===== src/rtl/vga_pkg.sv =====
// rtl/vga_pkg.sv - 1024x768@60 (65 MHz) timing constants and window helper
package vga_pkg;

    localparam int CNT_W = 11;

    localparam int VGA_H_TOTAL      = 1344;
    localparam int VGA_H_ACTIVE     = 1024;
    localparam int VGA_H_SYNC_START = 1048;
    localparam int VGA_H_SYNC_LEN   = 136;

    localparam int VGA_V_TOTAL      = 806;
    localparam int VGA_V_ACTIVE     = 768;
    localparam int VGA_V_SYNC_START = 771;
    localparam int VGA_V_SYNC_LEN   = 6;

    localparam logic [11:0] RGB_BLACK = 12'h000;

    // Widened to 12 bits so lo+len can never wrap back into the window.
    function automatic logic in_window(input logic [CNT_W-1:0] c,
                                       input logic [CNT_W-1:0] lo,
                                       input logic [CNT_W-1:0] len);
        return ({1'b0, c} >= {1'b0, lo}) && ({1'b0, c} < ({1'b0, lo} + {1'b0, len}));
    endfunction

endpackage


===== src/rtl/vga_if.sv =====
// rtl/vga_if.sv - pipeline video interface carrying counts, sync/blank and colour
interface vga_if;
    logic [10:0] hcount;
    logic [10:0] vcount;
    logic        hsync;
    logic        vsync;
    logic        hblnk;
    logic        vblnk;
    logic [11:0] rgb;

    modport out (output hcount, vcount, hsync, vsync, hblnk, vblnk, rgb);
    modport in  (input  hcount, vcount, hsync, vsync, hblnk, vblnk, rgb);
endinterface


===== src/rtl/vga_axis_counter.sv =====
// rtl/vga_axis_counter.sv - one timing axis: wrapping counter with sync and blank windows
module vga_axis_counter
    import vga_pkg::*;
#(
    parameter int TOTAL      = VGA_H_TOTAL,
    parameter int ACTIVE     = VGA_H_ACTIVE,
    parameter int SYNC_START = VGA_H_SYNC_START,
    parameter int SYNC_LEN   = VGA_H_SYNC_LEN
) (
    input  logic             clk65MHz,
    input  logic             rst_n,
    input  logic             en,
    output logic [CNT_W-1:0] count,
    output logic             wrap,
    output logic             sync,
    output logic             blank
);

    localparam logic [CNT_W-1:0] LAST    = CNT_W'(TOTAL - 1);
    localparam logic [CNT_W-1:0] ACT     = CNT_W'(ACTIVE);
    localparam logic [CNT_W-1:0] SYN_LO  = CNT_W'(SYNC_START);
    localparam logic [CNT_W-1:0] SYN_LEN = CNT_W'(SYNC_LEN);

    logic [CNT_W-1:0] count_nxt;

    // wrap is combinational so the next axis can advance on the same edge.
    assign wrap = en && (count == LAST);

    always_comb begin
        count_nxt = count;
        if (en) begin
            count_nxt = wrap ? '0 : count + 1'b1;
        end
    end

    // Flags come from count_nxt so they land in the same cycle as the count.
    always_ff @(posedge clk65MHz or negedge rst_n) begin
        if (!rst_n) begin
            count <= '0;
            sync  <= 1'b0;
            blank <= 1'b0;
        end else begin
            count <= count_nxt;
            sync  <= in_window(count_nxt, SYN_LO, SYN_LEN);
            blank <= (count_nxt >= ACT);
        end
    end

endmodule


===== src/rtl/vga_frame_gen.sv =====
// rtl/vga_frame_gen.sv - VGA frame timing source with line/frame strobes and frame counter
module vga_frame_gen
    import vga_pkg::*;
#(
    parameter int H_TOTAL      = VGA_H_TOTAL,
    parameter int H_ACTIVE     = VGA_H_ACTIVE,
    parameter int H_SYNC_START = VGA_H_SYNC_START,
    parameter int H_SYNC_LEN   = VGA_H_SYNC_LEN,
    parameter int V_TOTAL      = VGA_V_TOTAL,
    parameter int V_ACTIVE     = VGA_V_ACTIVE,
    parameter int V_SYNC_START = VGA_V_SYNC_START,
    parameter int V_SYNC_LEN   = VGA_V_SYNC_LEN
) (
    input  logic       clk65MHz,
    input  logic       rst_n,
    input  logic       en,
    vga_if.out         vga_out,
    output logic       frame_start,
    output logic       line_end,
    output logic [7:0] frame_cnt
);

    localparam logic [CNT_W-1:0] H_PENULT = CNT_W'(H_TOTAL - 2);
    localparam logic [CNT_W-1:0] V_LAST   = CNT_W'(V_TOTAL - 1);

    logic [CNT_W-1:0] hcount;
    logic [CNT_W-1:0] vcount;
    logic             h_wrap;
    logic             v_wrap;
    logic             frame_wrap;
    logic             hsync;
    logic             vsync;
    logic             hblnk;
    logic             vblnk;

    vga_axis_counter #(
        .TOTAL      (H_TOTAL),
        .ACTIVE     (H_ACTIVE),
        .SYNC_START (H_SYNC_START),
        .SYNC_LEN   (H_SYNC_LEN)
    ) u_h_axis (
        .clk65MHz (clk65MHz),
        .rst_n    (rst_n),
        .en       (en),
        .count    (hcount),
        .wrap     (h_wrap),
        .sync     (hsync),
        .blank    (hblnk)
    );

    vga_axis_counter #(
        .TOTAL      (V_TOTAL),
        .ACTIVE     (V_ACTIVE),
        .SYNC_START (V_SYNC_START),
        .SYNC_LEN   (V_SYNC_LEN)
    ) u_v_axis (
        .clk65MHz (clk65MHz),
        .rst_n    (rst_n),
        .en       (h_wrap),
        .count    (vcount),
        .wrap     (v_wrap),
        .sync     (vsync),
        .blank    (vblnk)
    );

    assign frame_wrap = v_wrap && (vcount == V_LAST);

    assign vga_out.hcount = hcount;
    assign vga_out.vcount = vcount;
    assign vga_out.hsync  = hsync;
    assign vga_out.vsync  = vsync;
    assign vga_out.hblnk  = hblnk;
    assign vga_out.vblnk  = vblnk;
    assign vga_out.rgb    = RGB_BLACK;

    // Strobes look one count ahead; reset's (0,0) is never a wrap, so no strobe.
    always_ff @(posedge clk65MHz or negedge rst_n) begin
        if (!rst_n) begin
            frame_start <= 1'b0;
            line_end    <= 1'b0;
            frame_cnt   <= 8'd0;
        end else begin
            frame_start <= frame_wrap;
            line_end    <= en && (hcount == H_PENULT);
            if (frame_wrap) begin
                frame_cnt <= frame_cnt + 8'd1;
            end
        end
    end

endmodule


===== src/flat_wrapper.sv =====
// flat-port wrapper written by rule: the top's interface ports become plain ports
module vga_frame_gen_flat import vga_pkg::*;
#(
    parameter int H_TOTAL      = VGA_H_TOTAL,
    parameter int H_ACTIVE     = VGA_H_ACTIVE,
    parameter int H_SYNC_START = VGA_H_SYNC_START,
    parameter int H_SYNC_LEN   = VGA_H_SYNC_LEN,
    parameter int V_TOTAL      = VGA_V_TOTAL,
    parameter int V_ACTIVE     = VGA_V_ACTIVE,
    parameter int V_SYNC_START = VGA_V_SYNC_START,
    parameter int V_SYNC_LEN   = VGA_V_SYNC_LEN
)
  (clk65MHz, rst_n, en, frame_start, line_end, frame_cnt, vga_out_hcount, vga_out_vcount, vga_out_hsync, vga_out_vsync, vga_out_hblnk, vga_out_vblnk, vga_out_rgb);
  vga_if vga_out_i ();
  input  logic clk65MHz;
  input  logic rst_n;
  input  logic en;
  output logic frame_start;
  output logic line_end;
  output logic [7:0] frame_cnt;
  output wire logic [$bits(vga_out_i.hcount)-1:0] vga_out_hcount;
  output wire logic [$bits(vga_out_i.vcount)-1:0] vga_out_vcount;
  output wire logic [$bits(vga_out_i.hsync)-1:0] vga_out_hsync;
  output wire logic [$bits(vga_out_i.vsync)-1:0] vga_out_vsync;
  output wire logic [$bits(vga_out_i.hblnk)-1:0] vga_out_hblnk;
  output wire logic [$bits(vga_out_i.vblnk)-1:0] vga_out_vblnk;
  output wire logic [$bits(vga_out_i.rgb)-1:0] vga_out_rgb;
  assign vga_out_hcount = vga_out_i.hcount;
  assign vga_out_vcount = vga_out_i.vcount;
  assign vga_out_hsync = vga_out_i.hsync;
  assign vga_out_vsync = vga_out_i.vsync;
  assign vga_out_hblnk = vga_out_i.hblnk;
  assign vga_out_vblnk = vga_out_i.vblnk;
  assign vga_out_rgb = vga_out_i.rgb;
  vga_frame_gen #(.H_TOTAL(H_TOTAL), .H_ACTIVE(H_ACTIVE), .H_SYNC_START(H_SYNC_START), .H_SYNC_LEN(H_SYNC_LEN), .V_TOTAL(V_TOTAL), .V_ACTIVE(V_ACTIVE), .V_SYNC_START(V_SYNC_START), .V_SYNC_LEN(V_SYNC_LEN)) u_core (.clk65MHz(clk65MHz), .rst_n(rst_n), .en(en), .vga_out(vga_out_i), .frame_start(frame_start), .line_end(line_end), .frame_cnt(frame_cnt));
endmodule

===== config.mk =====
export PLATFORM = sky130hd
export DESIGN_NAME = vga_frame_gen_flat
export DESIGN_NICKNAME = d
export VERILOG_FILES = /design/src/rtl/vga_pkg.sv /design/src/rtl/vga_if.sv /design/src/rtl/vga_axis_counter.sv /design/src/rtl/vga_frame_gen.sv /design/src/flat_wrapper.sv
export SDC_FILE = /design/constraint.sdc
export NUM_CORES = 1
export LEC_CHECK = 0
export BUFFER_PORTS_ARGS = -buffer_cell sky130_fd_sc_hd__buf_2
export CORE_MARGIN = 4
export CORE_UTILIZATION = 40
export CTS_CLUSTER_DIAMETER = 100
export DETAILED_ROUTE_END_ITERATION = 16
export GPL_TIMING_DRIVEN = 0
export HOLD_SLACK_MARGIN = 0.02
export SLEW_MARGIN = 20
export SYNTH_ARGS = -nofsm -noshare
export SYNTH_HDL_FRONTEND = slang
export SYNTH_SLANG_ARGS = --single-unit

===== constraint.sdc =====
create_clock -name clk65MHz -period 3.3 [get_ports clk65MHz]
set_input_delay 0.165 -clock clk65MHz [delete_from_list [all_inputs] [get_ports clk65MHz]]
set_output_delay 0.165 -clock clk65MHz [all_outputs]
set_load 0.03 [all_outputs]

=== After elaboration in Yosys (flattened, before gate mapping) ===
Index checks and enable logic that the tools add are counted.

* Register bits after elaboration: 36
* Input port bits: 3
* Output and inout bits: 48

* $add $sub $neg: 3
* $lt $le $gt $ge: 6
* Equality and inequality tests: 3
* Multiplexer cells: 4
* Reduce and logical (&&, ||, !) cells: 6

{| class="wikitable"
|+ Operators with widths
! cell !! number
|-
| $mux 11 || 4
|-
| $add 11x1->11 const B || 2
|-
| $eq 11x11->1 const B || 2
|-
| $ge 11x10->1 const B || 2
|-
| $ge 11x11->1 const B || 2
|-
| $eq 11x10->1 const B || 1
|-
| $lt 11x10->1 const B || 1
|-
| $lt 11x11->1 const B || 1
|-
| $add 8x1->8 const B || 1
|-
| $logic_and 1x1->1 || 6
|}

=== Longest topological paths before layout ===
Gate-level depths: netlist of run 1.

* Depth after elaboration: 7
* Gate-level depth with buffers: 9

=== Modules after synthesis ===
Synthesis of run 1 repeated with hierarchy kept, for this count alone.

* Cells, all modules: 236
* Area total of the unflattened synthesis: 2348.5 µm²

{| class="wikitable"
|+ Modules (own cells, without submodules)
! module !! instances !! cells an instance !! area each (µm²) !! sequential area each (µm²)
|-
| vga_axis_counter at u_core.u_v_axis || 1 || 103 || 922.1 || 325.3
|-
| vga_axis_counter at u_core.u_h_axis || 1 || 78 || 788.3 || 325.3
|-
| vga_frame_gen || 1 || 55 || 638.1 || 250.2
|}

=== Worst setup path before layout of run 1 ===
No wires, ideal clock.

* Path kind: register to register
* From: reg u_core.u_v_axis.count[0]
* To: reg u_core.u_v_axis.sync
* Arrival time: 2.502 ns
* Setup slack: 0.686 ns
* Stages on the path, launching flop included: 7
* Period minus slack after synthesis: 2.614 ns
* Cells stage by stage: dfrtp_1 ha_1 or4b_4 nor4_4 o211ai_2 or4b_4 a2111oi_2

* Word-level cells in the longest chain between the ends: 6
* Elaborated cells between the ends (all ways): 8
* Classes of those cells: add/sub (1); order compare (2); eq/ne (1); mux (2); reduce/logical (2)

{| class="wikitable"
|+ Ends and longest elaborated chain
! element !! line !! source
|-
| from (decl) || vga_axis_counter.sv:13 || <nowiki>output logic [CNT_W-1:0] count,</nowiki>
|-
| from (signal assigned) || vga_axis_counter.sv:43 || <nowiki>count <= count_nxt;</nowiki>
|-
| parallel branches: the longest is 2 deep, another holds $add 11x1->11 || -- ||
|-
| $mux 11 * || vga_axis_counter.sv:32 || <nowiki>count_nxt = wrap ? '0 : count + 1'b1;</nowiki>
|-
| $mux 11 * || vga_axis_counter.sv:31 || <nowiki>if (en) begin</nowiki>
|-
| via u_core.u_v_axis.count_nxt[5] || vga_axis_counter.sv:24 || <nowiki>logic [CNT_W-1:0] count_nxt;</nowiki>
|-
| $ge 11x10->1 / $lt 11x10->1 (equally long branches) || vga_pkg.sv:22 || <nowiki>return ({1'b0, c} >= {1'b0, lo}) && ({1'b0, c} < ({1'b0, lo} + {1'b0, len}));</nowiki>
|-
| $logic_and 1x1->1 * || vga_pkg.sv:22 ||
|-
| to (signal assigned) || vga_axis_counter.sv:44 || <nowiki>sync <= in_window(count_nxt, SYN_LO, SYN_LEN);</nowiki>
|-
| to (decl) || vga_axis_counter.sv:15 || <nowiki>output logic sync,</nowiki>
|}

Mark *: on every way through the listed nets, which the timed path passes.
A chain may end at the register's enable or synchronous reset.

=== Worst setup path after layout of run 1 ===
Same ends and word-level chain as after synthesis.

==> impl_metrics.csv, run 1 <==
group,metric,value,unit
setup_path,worst_r2r_endpoint,"u_core.u_v_axis.sync$_DFF_PN0_",
cts,tritoncts_clock_tree,"built",
die,row_count,25,
cells_and_area,design.final.nets,266,
sta,max_slew_margin,47.73,%
detailed_routing,drcViolationCount,0,
yosys,post_synth_main_area_contributors,"sky130_fd_sc_hd__dfrtp_1 (45%), sky130_fd_sc_hd__xnor2_1 (4.8%), sky130_fd_sc_hd__buf_4 (4.5%)",
detailed_routing,detailedRoute.firstIterationViolations,94,
hold_path,min_path_type,"in2reg",
cells_and_area,layout_stage_area_growth_over_the_synthesis_result,21.71,%
placement,dp_slack,0.5980,ns
die,io_pins,51,
cells_and_area,sequential_cell_area,900.9,um2
power,p_comb_share,20.9,%
cells_and_area,layout.core_utilization,50.89,%
cells_and_area,antenna_cells_inserted,0,
global_routing,grt_max_degree,37,
global_routing,grt_first_pass_wirelength,6658,um
sta,finClkSkew,0.004253,ns
cts,cts_buffers,5,
setup_path,setup.worst_path.end_class,"register",
power,power_frac_clock,33.3,%
cells_and_area,multiInputGateArea,975.9,um2
power,power.share.sequential,45.9,%
sta,timing.final.crit_period,2.708,ns
sta,finalWorstSetupSlack,0.5917,ns
setup_path,critPathCapture,"u_core.u_v_axis.sync$_DFF_PN0_",
setup_path,reg2regPathDepth,6,
placement,postPlaceCellArea,0.002298,mm2
detailed_routing,detailroute.wirelength.met2,1709,um
setup_path,worstReg2RegStart,"u_core.u_v_axis.count[0]$_DFF_PN0_",
yosys,synth_cell_types,39,
detailed_routing,drt-met1-wl,1905,um
cells_and_area,n_fill_cell,474,
die,dieHeight,78.50,um
cts,clk_root_buffer_cell,"sky130_fd_sc_hd__clkbuf_8",
yosys,avgSynthCellArea,9.842,um2
yosys,postSynth.topFlopCell,"sky130_fd_sc_hd__dfrtp_1",
die,area_of_the_placeable_core,0.004755,mm2
yosys,post_synth_most_frequent_cells,"sky130_fd_sc_hd__dfrtp_1 (36), sky130_fd_sc_hd__nand2_1 (22), sky130_fd_sc_hd__nor2_1 (19)",
sta,actual_transition_at_the_worst_max_transition_pin,0.7840,ns
placement,post-dp-hpwl,2911,um
yosys,synth_top_area_share,45.31,%
cts,clk_pin_slew,0.07,ns
detailed_routing,detail_route.vias_per_cell,4.733,
yosys,synth_area_leader_cell,"sky130_fd_sc_hd__dfrtp_1",
yosys,synthMostInstantiatedCell,"sky130_fd_sc_hd__dfrtp_1",
sta,finalSetupViolations,0,
yosys,yosysSeqAreaShare,45.31,%
flow_run,max_cap_violation_count,0,
cts,cts_max_level,2,
yosys,synth_enable_flop_cells,0,
detailed_routing,route.vias.total,1543,
detailed_routing,top_layer_used,"met4",
hold_path,timing.hold.worst_path_depth,3,
sta,finalHoldViolations,0,
yosys,async_reset_ff_share,100.0,%
power,power-per-cell-area,476.9,mW/mm2
yosys,synth-seq-cells,36,
sta,worst_hold_slack,0.2347,ns
global_routing,number_of_global_route_vias_before_repair,1452,
power,power,1.154,mW
power,intPower,775.2,uW
yosys,synthesis.yosys.warnings,0,
power,p_sw,378.9,uW
die,floorplan_die_area,0.006162,mm2
setup_path,timing_worst_setup_path_type,"reg2reg",
global_routing,global_route_total_overflow,0,
placement,place_inst,317,
global_routing,antenna_violations_before_repair,0,
cells_and_area,final-instance-count-excl-fill,326,
power,vdd_drop_max,554.5,uV
cts,clk_lat_worst_skew,0.29,ns
cts,cts_setup_buffers,0,
detailed_routing,wl_per_cell,11.92,um
detailed_routing,totalWireLength,3886,um
sta,rsz_0062_raised_after_global_routing,"false",
power,power_switching_share,32.83,%
cts,cts-root-to-sink-buffers,2,
sta,timing_max_transition_violations_final,0,
die,starting_density_of_the_core,41.82,%
die,fp.dieW,78.50,um
detailed_routing,met3_wirelength,250,um
sta,setup_tns,0,ns
placement,numPortBuffers,37,
sta,max_clock_freq,369.2,MHz
setup_path,startpoint_class,"register",
cells_and_area,layout.cell_area.non_filler,0.002420,mm2
setup_path,crit_arrival,2.88,ns
cts,cts.sink_count,36,
placement,finalWeightedCongestion,0.7925,
detailed_routing,antenna_nets_post_route,0,
detailed_routing,drtPass1Iterations,4,
setup_path,setup_slack_of_the_worst_register_to_register_path,0.59,ns
hold_path,hold_startpoint,"en",
cells_and_area,final_layout_size_suffix_gt1_share,27.41,%
setup_path,timing.critical_path.required,3.47,ns
setup_path,crit_start,"u_core.u_v_axis.count[0]$_DFF_PN0_",
global_routing,grtUsageTotal,13.46,%
sta,final_min_period_over_clock_period,82.07,%
run_status,status,"finished, final reports clean",
setup_path,cp_max_fanout,9,
yosys,mappedNetlistArea,0.001988,mm2
power,p_leak,1.202,nW
yosys,post_synth_inst_count,202,
==> final cells by class <==
type	instances	share of cell area, %
buffer	20	5.067
sequential	36	37.23
clock buffer	5	2.844
timing repair buffer	38	8.066
inverter	8	1.241
multi-input combinational	149	40.33
tap	67	3.464
clock inverter	3	1.758
==> registers in the layout (all words and copies together), names as in the netlist <==
register	flops
u_core.line_end	1
u_core.u_h_axis.sync	1
u_core.u_v_axis.blank	1
u_core.frame_cnt	8
u_core.u_h_axis.count	11
u_core.u_v_axis.sync	1
u_core.u_v_axis.count	11
u_core.u_h_axis.blank	1
u_core.frame_start	1
==> cells in the final DEF (no fill, tap or decap), types with 3 or more instances in the layout <==
cell type | synthesis | layout
sky130_fd_sc_hd__and2_1 | 3 | 3
sky130_fd_sc_hd__and3_1 | 4 | 4
sky130_fd_sc_hd__buf_2 | 2 | 39
sky130_fd_sc_hd__buf_4 | 12 | 12
sky130_fd_sc_hd__clkbuf_1 | 6 | 6
sky130_fd_sc_hd__clkbuf_8 | 0 | 5
sky130_fd_sc_hd__conb_1 | 1 | 12
sky130_fd_sc_hd__dfrtp_1 | 36 | 36
sky130_fd_sc_hd__ha_1 | 5 | 5
sky130_fd_sc_hd__inv_1 | 8 | 8
sky130_fd_sc_hd__mux2_2 | 3 | 3
sky130_fd_sc_hd__mux2i_1 | 4 | 4
sky130_fd_sc_hd__nand2_1 | 22 | 22
sky130_fd_sc_hd__nand3_1 | 7 | 7
sky130_fd_sc_hd__nand4_1 | 9 | 9
sky130_fd_sc_hd__nor2_1 | 19 | 19
sky130_fd_sc_hd__nor3_1 | 8 | 8
sky130_fd_sc_hd__o21ai_0 | 5 | 5
sky130_fd_sc_hd__or3_1 | 3 | 3
sky130_fd_sc_hd__xnor2_1 | 11 | 11
sky130_fd_sc_hd__xor2_1 | 8 | 8
==> worst min-delay path by stage <==
stage / end
finish: u_core.line_end$_DFF_PN0_
global route: u_core.line_end$_DFF_PN0_
CTS: u_core.line_end$_DFF_PN0_
detailed placement: u_core.u_v_axis.count[4]$_DFF_PN0_
global placement: u_core.u_v_axis.count[4]$_DFF_PN0_
floorplan: u_core.frame_cnt[0]$_DFFE_PN0P_
==> power groups by stage <==
stage	Combinational (mW)	Sequential, mW	Clock, mW
6_report	0.241	0.529	0.384
5_1_grt	0.267	0.538	0.416
4_1_cts	0.243	0.528	0.396
3_5_place_dp	0.242	0.537	0
3_3_place_gp	0.240	0.537	0
2_1_floorplan	0.113	0.596	0
==> layer usage <==
metal | vias to the layer above | GRT usage (%)
met5 | - | 0
met2 | 40 | 20.54
met4 | 0 | 4.720
met3 | 2 | 4.128
li1 | 788 | -
met1 | 713 | 17.98
==> logic make-up (layout without fill, tap and decap cells) <==
group                      Yosys count  count (layout)  synth area share [%]
adders and majority gates            5               5                 3.147
and+or+nand+nor                     86              86                 23.85
buffers and inverters               28              74                 7.678
other                                1              12                0.1886
muxes                                7               7                 3.713
DFF                                 36              36                 45.31
xor gates and xnor gates            19              19                 8.370
AOI/OAI and AO/OA                   20              20                 7.741
==> critical path, stage by stage, from the launching register on <==
cell	delay, ns
sky130_fd_sc_hd__dfrtp_1	0.49
sky130_fd_sc_hd__ha_1	0.19
sky130_fd_sc_hd__or4b_4	0.47
sky130_fd_sc_hd__nor4_4	0.36
sky130_fd_sc_hd__o211ai_2	0.17
sky130_fd_sc_hd__or4b_4	0.54
sky130_fd_sc_hd__a2111oi_2	0.37
==> what timing repair did <==
action	4_1_cts	5_1_grt
hold buffers	1	0
hold endpoints to repair	36	0
gates resized for setup	0	0
No activity file was read; power rests on OpenSTA's default activity.
==> inputs of run 2 (changes only) <==
- ABC_AREA: unset -> 1
- clock period: 3.3 -> 2.4 ns (I/O delays scaled with it)
==> impl_metrics.csv, run 2 <==
group,metric,value,unit
yosys,synth-seq-cells,36,
flow_run,max_cap_violation_count,0,
sta,finClkSkew,0.008858,ns
yosys,synth_top_area_share,42.55,%
yosys,synthMostInstantiatedCell,"sky130_fd_sc_hd__nand2_1",
sta,timing.final.crit_period,1.927,ns
sta,max_slew_margin,46.89,%
power,p_sw,755.2,uW
die,fp.dieW,80.75,um
hold_path,min_path_type,"in2reg",
yosys,avgSynthCellArea,7.588,um2
yosys,postSynth.topFlopCell,"sky130_fd_sc_hd__dfrtp_1",
yosys,post_synth_main_area_contributors,"sky130_fd_sc_hd__dfrtp_1 (43%), sky130_fd_sc_hd__nand2_1 (13%), sky130_fd_sc_hd__inv_1 (9.0%)",
cells_and_area,n_fill_cell,518,
sta,actual_transition_at_the_worst_max_transition_pin,0.7966,ns
setup_path,setup.worst_path.end_class,"register",
sta,timing_max_transition_violations_final,0,
setup_path,startpoint_class,"register",
detailed_routing,route.vias.total,1820,
cells_and_area,final_common_cell,"sky130_fd_sc_hd__nand2_1",
cells_and_area,design.final.nets,344,
die,io_pins,51,
cells_and_area,mostFrequentLayoutCells,"sky130_fd_sc_hd__nand2_1 (72), sky130_fd_sc_hd__inv_1 (51), sky130_fd_sc_hd__buf_2 (38)",
yosys,synthesis.yosys.warnings,0,
setup_path,timing_worst_setup_path_type,"reg2reg",
cts,cts-root-to-sink-buffers,2,
placement,numPortBuffers,38,
run_status,status,"finished, final reports clean",
die,dieHeight,80.75,um
yosys,yosysSeqAreaShare,42.55,%
power,power_frac_clock,25.2,%
detailed_routing,drtPass1Iterations,6,
hold_path,hold_startpoint,"en",
detailed_routing,antenna_nets_post_route,0,
yosys,synth_area_leader_cell,"sky130_fd_sc_hd__dfrtp_1",
cells_and_area,sequential_cell_area,900.9,um2
power,vdd_drop_max,432.6,uV
cells_and_area,final-instance-count-excl-fill,406,
die,row_count,26,
yosys,post_synth_inst_count,279,
cells_and_area,antenna_cells_inserted,0,
power,intPower,1.115,mW
detailed_routing,detailedRoute.firstIterationViolations,53,
placement,place_inst,398,
yosys,synth_cell_types,29,
detailed_routing,drcViolationCount,0,
cts,clk_pin_slew,0.08,ns
die,starting_density_of_the_core,41.45,%
global_routing,grt_max_degree,37,
global_routing,number_of_global_route_vias_before_repair,1675,
sta,max_clock_freq,518.8,MHz
cts,clk_root_buffer_cell,"sky130_fd_sc_hd__clkbuf_8",
die,floorplan_die_area,0.006521,mm2
power,power-per-cell-area,735.4,mW/mm2
global_routing,grtUsageTotal,15.10,%
cells_and_area,layout_stage_area_growth_over_the_synthesis_result,20.09,%
setup_path,crit_arrival,2.14,ns
global_routing,global_route_total_overflow,0,
power,p_comb_share,32.5,%
placement,post-dp-hpwl,3399,um
yosys,async_reset_ff_share,100.0,%
setup_path,worstReg2RegStart,"u_core.u_v_axis.count[0]$_DFF_PN0_",
cells_and_area,multiInputGateArea,960.9,um2
global_routing,grt_first_pass_wirelength,7603,um
sta,final_min_period_over_clock_period,80.31,%
sta,worst_hold_slack,0.1091,ns
cts,cts.sink_count,36,
setup_path,cp_max_fanout,8,
global_routing,antenna_violations_before_repair,0,
cts,cts_max_level,2,
sta,setup_tns,0,ns
cts,clk_lat_worst_skew,0.29,ns
cts,cts_setup_buffers,0,
setup_path,crit_start,"u_core.u_v_axis.count[0]$_DFF_PN0_",
yosys,synth_enable_flop_cells,0,
power,power.share.sequential,42.3,%
cts,cts_buffers,5,
power,power_switching_share,40.39,%
power,p_leak,1.403,nW
placement,finalWeightedCongestion,0.8182,
cts,tritoncts_clock_tree,"built",
detailed_routing,wl_per_cell,11.06,um
setup_path,timing.critical_path.required,2.61,ns
die,area_of_the_placeable_core,0.005107,mm2
detailed_routing,detail_route.vias_per_cell,4.483,
sta,rsz_0062_raised_after_global_routing,"false",
yosys,post_synth_most_frequent_cells,"sky130_fd_sc_hd__nand2_1 (72), sky130_fd_sc_hd__inv_1 (51), sky130_fd_sc_hd__dfrtp_1 (36)",
yosys,mappedNetlistArea,0.002117,mm2
detailed_routing,totalWireLength,4490,um
sta,finalSetupViolations,0,
cells_and_area,final_layout_size_suffix_gt1_share,21.73,%
sta,finalHoldViolations,0,
cells_and_area,reg.largest.list,"u_core.u_h_axis.count (11), u_core.u_v_axis.count (11), u_core.frame_cnt (8)",
[run 2: cell types whose count changed in the layout (fill, tap and decap cells not counted), sizes merged, moves of 4 or more]
cell,previous run,this run
nand2,22,75
inv,8,52
nand3,7,27
nor2,19,38
xnor2,11,4
nor3,8,2
and3,5,0
and2,4,0
clkbuf,11,7
mux2i,4,0
or3,4,0
[run 2: per-stage QoR]
step | instance area [um2] | utilization [%] | setup WS, ns | power, mW
final | 2542 | 49.78 | 0.4726 | 1.870
after global routing | 2542 | 49.78 | 0.2566 | 1.991
after CTS | 2542 | 49.78 | 0.4425 | 1.886
after detailed placement | 2436 | 47.70 | 0.4716 | 1.406
after global placement | 2436 | 47.70 | 0.5046 | 1.399
after floorplan | 2158 | - | 0.5294 | 1.235
[run 2: final cells by class]
cell class	count	share of cell area, %
multi-input cells	189	37.80
clock buffers	7	3.789
plain buffers	13	3.986
flip-flops and latches	36	35.43
repair buffers	39	7.874
inverters	52	7.677
well taps	70	3.445
[run 2: worst max-delay path, stage by stage, from the launching register on]
cell,delay [ns]
sky130_fd_sc_hd__dfrtp_1,0.49
sky130_fd_sc_hd__ha_1,0.27
sky130_fd_sc_hd__nand3_1,0.09
sky130_fd_sc_hd__nor2_1,0.22
sky130_fd_sc_hd__inv_1,0.12
sky130_fd_sc_hd__nor2_4,0.12
sky130_fd_sc_hd__nand2_1,0.05
sky130_fd_sc_hd__nand2_1,0.09
sky130_fd_sc_hd__nand3_1,0.11
sky130_fd_sc_hd__nor2_1,0.10
sky130_fd_sc_hd__nand2_1,0.08
sky130_fd_sc_hd__nor2_1,0.12
[run 2: cells by family (layout without fill, tap and decap cells)]
logic type                 Yosys count  after routing  share of synthesized area [%]
other                                1             12                         0.1771
xor gates and xnor gates            10             10                          4.137
buffers and inverters               65            111                          14.01
AOI/OAI and AO/OA                   13             13                          3.546
adders and majority gates            5              5                          2.955
DFF                                 36             36                          42.55
and+or+nand+nor                    149            149                          32.62
[run 2: worst paths after layout]
check | endpoint | slack (ns) | cells past startpoint
worst max-delay path | u_core.u_v_axis.sync$_DFF_PN0_ | 0.47 | 11
worst min-delay path | u_core.line_end$_DFF_PN0_ | 0.11 | 3
worst max register to register | u_core.u_v_axis.sync$_DFF_PN0_ | 0.47 | 11
worst min register to register | u_core.frame_cnt[7]$_DFFE_PN0P_ | 0.47 | 1
max in group asynchronous | u_core.u_v_axis.count[2]$_DFF_PN0_ | 1.44 | 2
min in group asynchronous | u_core.u_h_axis.sync$_DFF_PN0_ | 0.45 | 2
[run 2: repair_timing]
action                                 in CTS  in global routing
resized for setup                           0                  0
hold buffers                                1                  0
endpoints found under the hold margin      36                  0
setup endpoints to repair                   0                  0
[run 2: power by group through the flow]
| stage | combinational, mW | sequential, mW | clock, mW |
|---|---|---|---|
| final | 0.607 | 0.790 | 0.472 |
| after floorplan | 0.287 | 0.948 | 0 |
| after CTS | 0.612 | 0.790 | 0.484 |
| after global placement | 0.600 | 0.799 | 0 |
| after detailed placement | 0.606 | 0.800 | 0 |
| after global routing | 0.672 | 0.804 | 0.515 |
[run 2: per-layer routing]
| metal | vias up | part of all wire (%) | wire (um) | global-route usage [%] |
|---|---|---|---|---|
| met5 | - | 0 | 0 | 0 |
| met3 | 10 | 5.3 | 236 | 3.991 |
| met1 | 822 | 46 | 2055 | 19.00 |
| met4 | 0 | 2.0 | 91 | 5.743 |
| li1 | 943 | - | - | - |
| met2 | 45 | 47 | 2106 | 24.83 |
==> inputs of run 3 (changes only) <==
- clock period: 2.4 -> 1.95 ns (I/O delays scaled with it)
==> impl_metrics.csv, run 3 (synthesis gave the netlist of run 2 again) <==
group,metric,value,unit
run_status,status,"finished, final reports clean",
sta,timing_max_transition_violations_final,0,
sta,max_slew_margin,46.79,%
global_routing,grt_first_pass_wirelength,7631,um
cells_and_area,layout_stage_area_growth_over_the_synthesis_result,22.75,%
setup_path,crit_arrival,2.05,ns
cells_and_area,n_fill_cell,512,
setup_path,cp_max_fanout,10,
cts,cts_max_level,2,
cts,clk_lat_worst_skew,0.29,ns
die,dieHeight,80.75,um
sta,finClkSkew,0.008632,ns
global_routing,antenna_violations_before_repair,0,
power,p_sw,934.8,uW
sta,finalHoldViolations,0,
cells_and_area,antenna_cells_inserted,0,
detailed_routing,detailedRoute.firstIterationViolations,77,
power,power_frac_clock,24.9,%
die,floorplan_die_area,0.006521,mm2
placement,place_inst,398,
power,vdd_drop_max,534.8,uV
global_routing,grtUsageTotal,15.14,%
power,p_leak,1.416,nW
sta,finalSetupViolations,0,
power,power-per-cell-area,895.6,mW/mm2
setup_path,timing_worst_setup_path_type,"reg2reg",
placement,post-dp-hpwl,3399,um
setup_path,startpoint_class,"register",
placement,postPlaceCellArea,0.002436,mm2
placement,numPortBuffers,38,
cts,cts_buffers,5,
cells_and_area,design.final.nets,348,
cts,clk_root_buffer_cell,"sky130_fd_sc_hd__clkbuf_8",
power,p_comb_share,33.5,%
die,row_count,26,
placement,finalWeightedCongestion,0.8182,
global_routing,grt_max_degree,37,
cells_and_area,final_layout_size_suffix_gt1_share,25.00,%
die,starting_density_of_the_core,41.45,%
die,area_of_the_placeable_core,0.005107,mm2
detailed_routing,detail_route.vias_per_cell,4.434,
hold_path,hold_startpoint,"en",
global_routing,number_of_global_route_vias_before_repair,1680,
flow_run,max_cap_violation_count,0,
detailed_routing,wl_per_cell,11.07,um
cells_and_area,final-instance-count-excl-fill,410,
sta,worst_hold_slack,0.08556,ns
setup_path,worstReg2RegStart,"u_core.u_h_axis.count[0]$_DFF_PN0_",
detailed_routing,drtPass1Iterations,4,
cells_and_area,layout.cell_area.non_filler,0.002599,mm2
cts,tritoncts_clock_tree,"built",
cts,clk_pin_slew,0.08,ns
global_routing,global_route_total_overflow,0,
sta,timing.final.crit_period,1.843,ns
power,power.share.sequential,41.5,%
power,power_switching_share,40.16,%
sta,actual_transition_at_the_worst_max_transition_pin,0.7981,ns
die,fp.dieW,80.75,um
detailed_routing,route.vias.total,1818,
sta,max_clock_freq,542.7,MHz
cts,cts-root-to-sink-buffers,2,
power,intPower,1.393,mW
cells_and_area,mostFrequentLayoutCells,"sky130_fd_sc_hd__nand2_1 (72), sky130_fd_sc_hd__inv_1 (51), sky130_fd_sc_hd__buf_2 (38)",
detailed_routing,antenna_nets_post_route,0,
power,power,2.327,mW
die,io_pins,51,
detailed_routing,totalWireLength,4538,um
cells_and_area,final_common_cell,"sky130_fd_sc_hd__nand2_1",
setup_path,setup.worst_path.end_class,"register",
cells_and_area,reg.largest.list,"u_core.u_h_axis.count (11), u_core.u_v_axis.count (11), u_core.frame_cnt (8)",
cts,cts.sink_count,36,
hold_path,min_path_type,"in2reg",
setup_path,timing.critical_path.required,2.16,ns
sta,final_min_period_over_clock_period,94.49,%
detailed_routing,drcViolationCount,0,
setup_path,crit_start,"u_core.u_h_axis.count[0]$_DFF_PN0_",
sta,setup_tns,0,ns
## run 3: changes by cell type in the layout (fill, tap and decap cells not counted), sizes merged
cell / before / now
buf: 51 / 55
## run 3: final cells by class
type	count	area, um2	share of cell area [%]
plain buffers	13	105.1	4.044
clock buffers	7	96.34	3.707
inverters	52	197.7	7.607
multi-input cells	189	978.4	37.65
flip-flops and latches	36	903.4	34.76
well taps	70	87.58	3.370
repair buffers	43	230.2	8.859
## run 3: critical path, cell delays in order (launching register included)
cell and delay (ns):
sky130_fd_sc_hd__dfrtp_1 0.40, sky130_fd_sc_hd__ha_2 0.21, sky130_fd_sc_hd__nand2_2 0.08, sky130_fd_sc_hd__nor2_4 0.16, sky130_fd_sc_hd__nand3_4 0.13, sky130_fd_sc_hd__buf_8 0.17
sky130_fd_sc_hd__nor2_4 0.08, sky130_fd_sc_hd__nand2_1 0.05, sky130_fd_sc_hd__nand2_1 0.10, sky130_fd_sc_hd__nand3_2 0.09, sky130_fd_sc_hd__nor2_1 0.09, sky130_fd_sc_hd__nand2_1 0.08
sky130_fd_sc_hd__nor2_1 0.12
## run 3: power by group through the flow
| stage | registers [mW] | logic (mW) | clock network [mW] |
|---|---|---|---|
| floorplan | 1.17 | 0.353 | 0 |
| global placement | 0.984 | 0.738 | 0 |
| detailed placement | 0.985 | 0.745 | 0 |
| CTS | 0.965 | 0.773 | 0.596 |
| global route | 0.982 | 0.865 | 0.634 |
| finish | 0.966 | 0.781 | 0.581 |
## run 3: worst paths after layout
kind | endpoint | slack [ns] | depth (start not counted)
setup / recovery | u_core.u_v_axis.sync$_DFF_PN0_ | 0.11 | 12
hold / removal | u_core.line_end$_DFF_PN0_ | 0.09 | 3
setup reg to reg | u_core.u_v_axis.sync$_DFF_PN0_ | 0.11 | 12
hold reg to reg | u_core.frame_cnt[7]$_DFFE_PN0P_ | 0.47 | 1
max in group asynchronous | u_core.u_v_axis.count[1]$_DFF_PN0_ | 0.96 | 2
min in group asynchronous | u_core.u_h_axis.count[3]$_DFF_PN0_ | 0.43 | 2
## run 3: what timing repair did
item / 4_1_cts / 5_1_grt
endpoints found under the setup margin: 1 / 4
hold buffers: 1 / 0
buffers inserted: 1 / 3
endpoints found under the hold margin: 36 / 0
gates resized for setup: 1 / 9
pin swaps: 0 / 1
## run 3: metal layers
metal	routed length [um]	part of all wire, %	vias up	track usage [%]
met2	2167	48	43	24.92
met5	0	0	-	0
met1	2048	45	816	19.07
met4	85	1.9	0	5.743
li1	-	-	951	-
met3	237	5.2	8	3.991
## run 3: metrics by stage
| step | util, % | setup slack (ns) |
|---|---|---|
| 2_1_floorplan | - | 0.07944 |
| 3_3_place_gp | 47.70 | 0.05455 |
| 3_5_place_dp | 47.70 | 0.02164 |
| 4_1_cts | 49.95 | 0.03458 |
| 5_1_grt | 50.88 | -0.03273 |
| 6_report | 50.88 | 0.1074 |
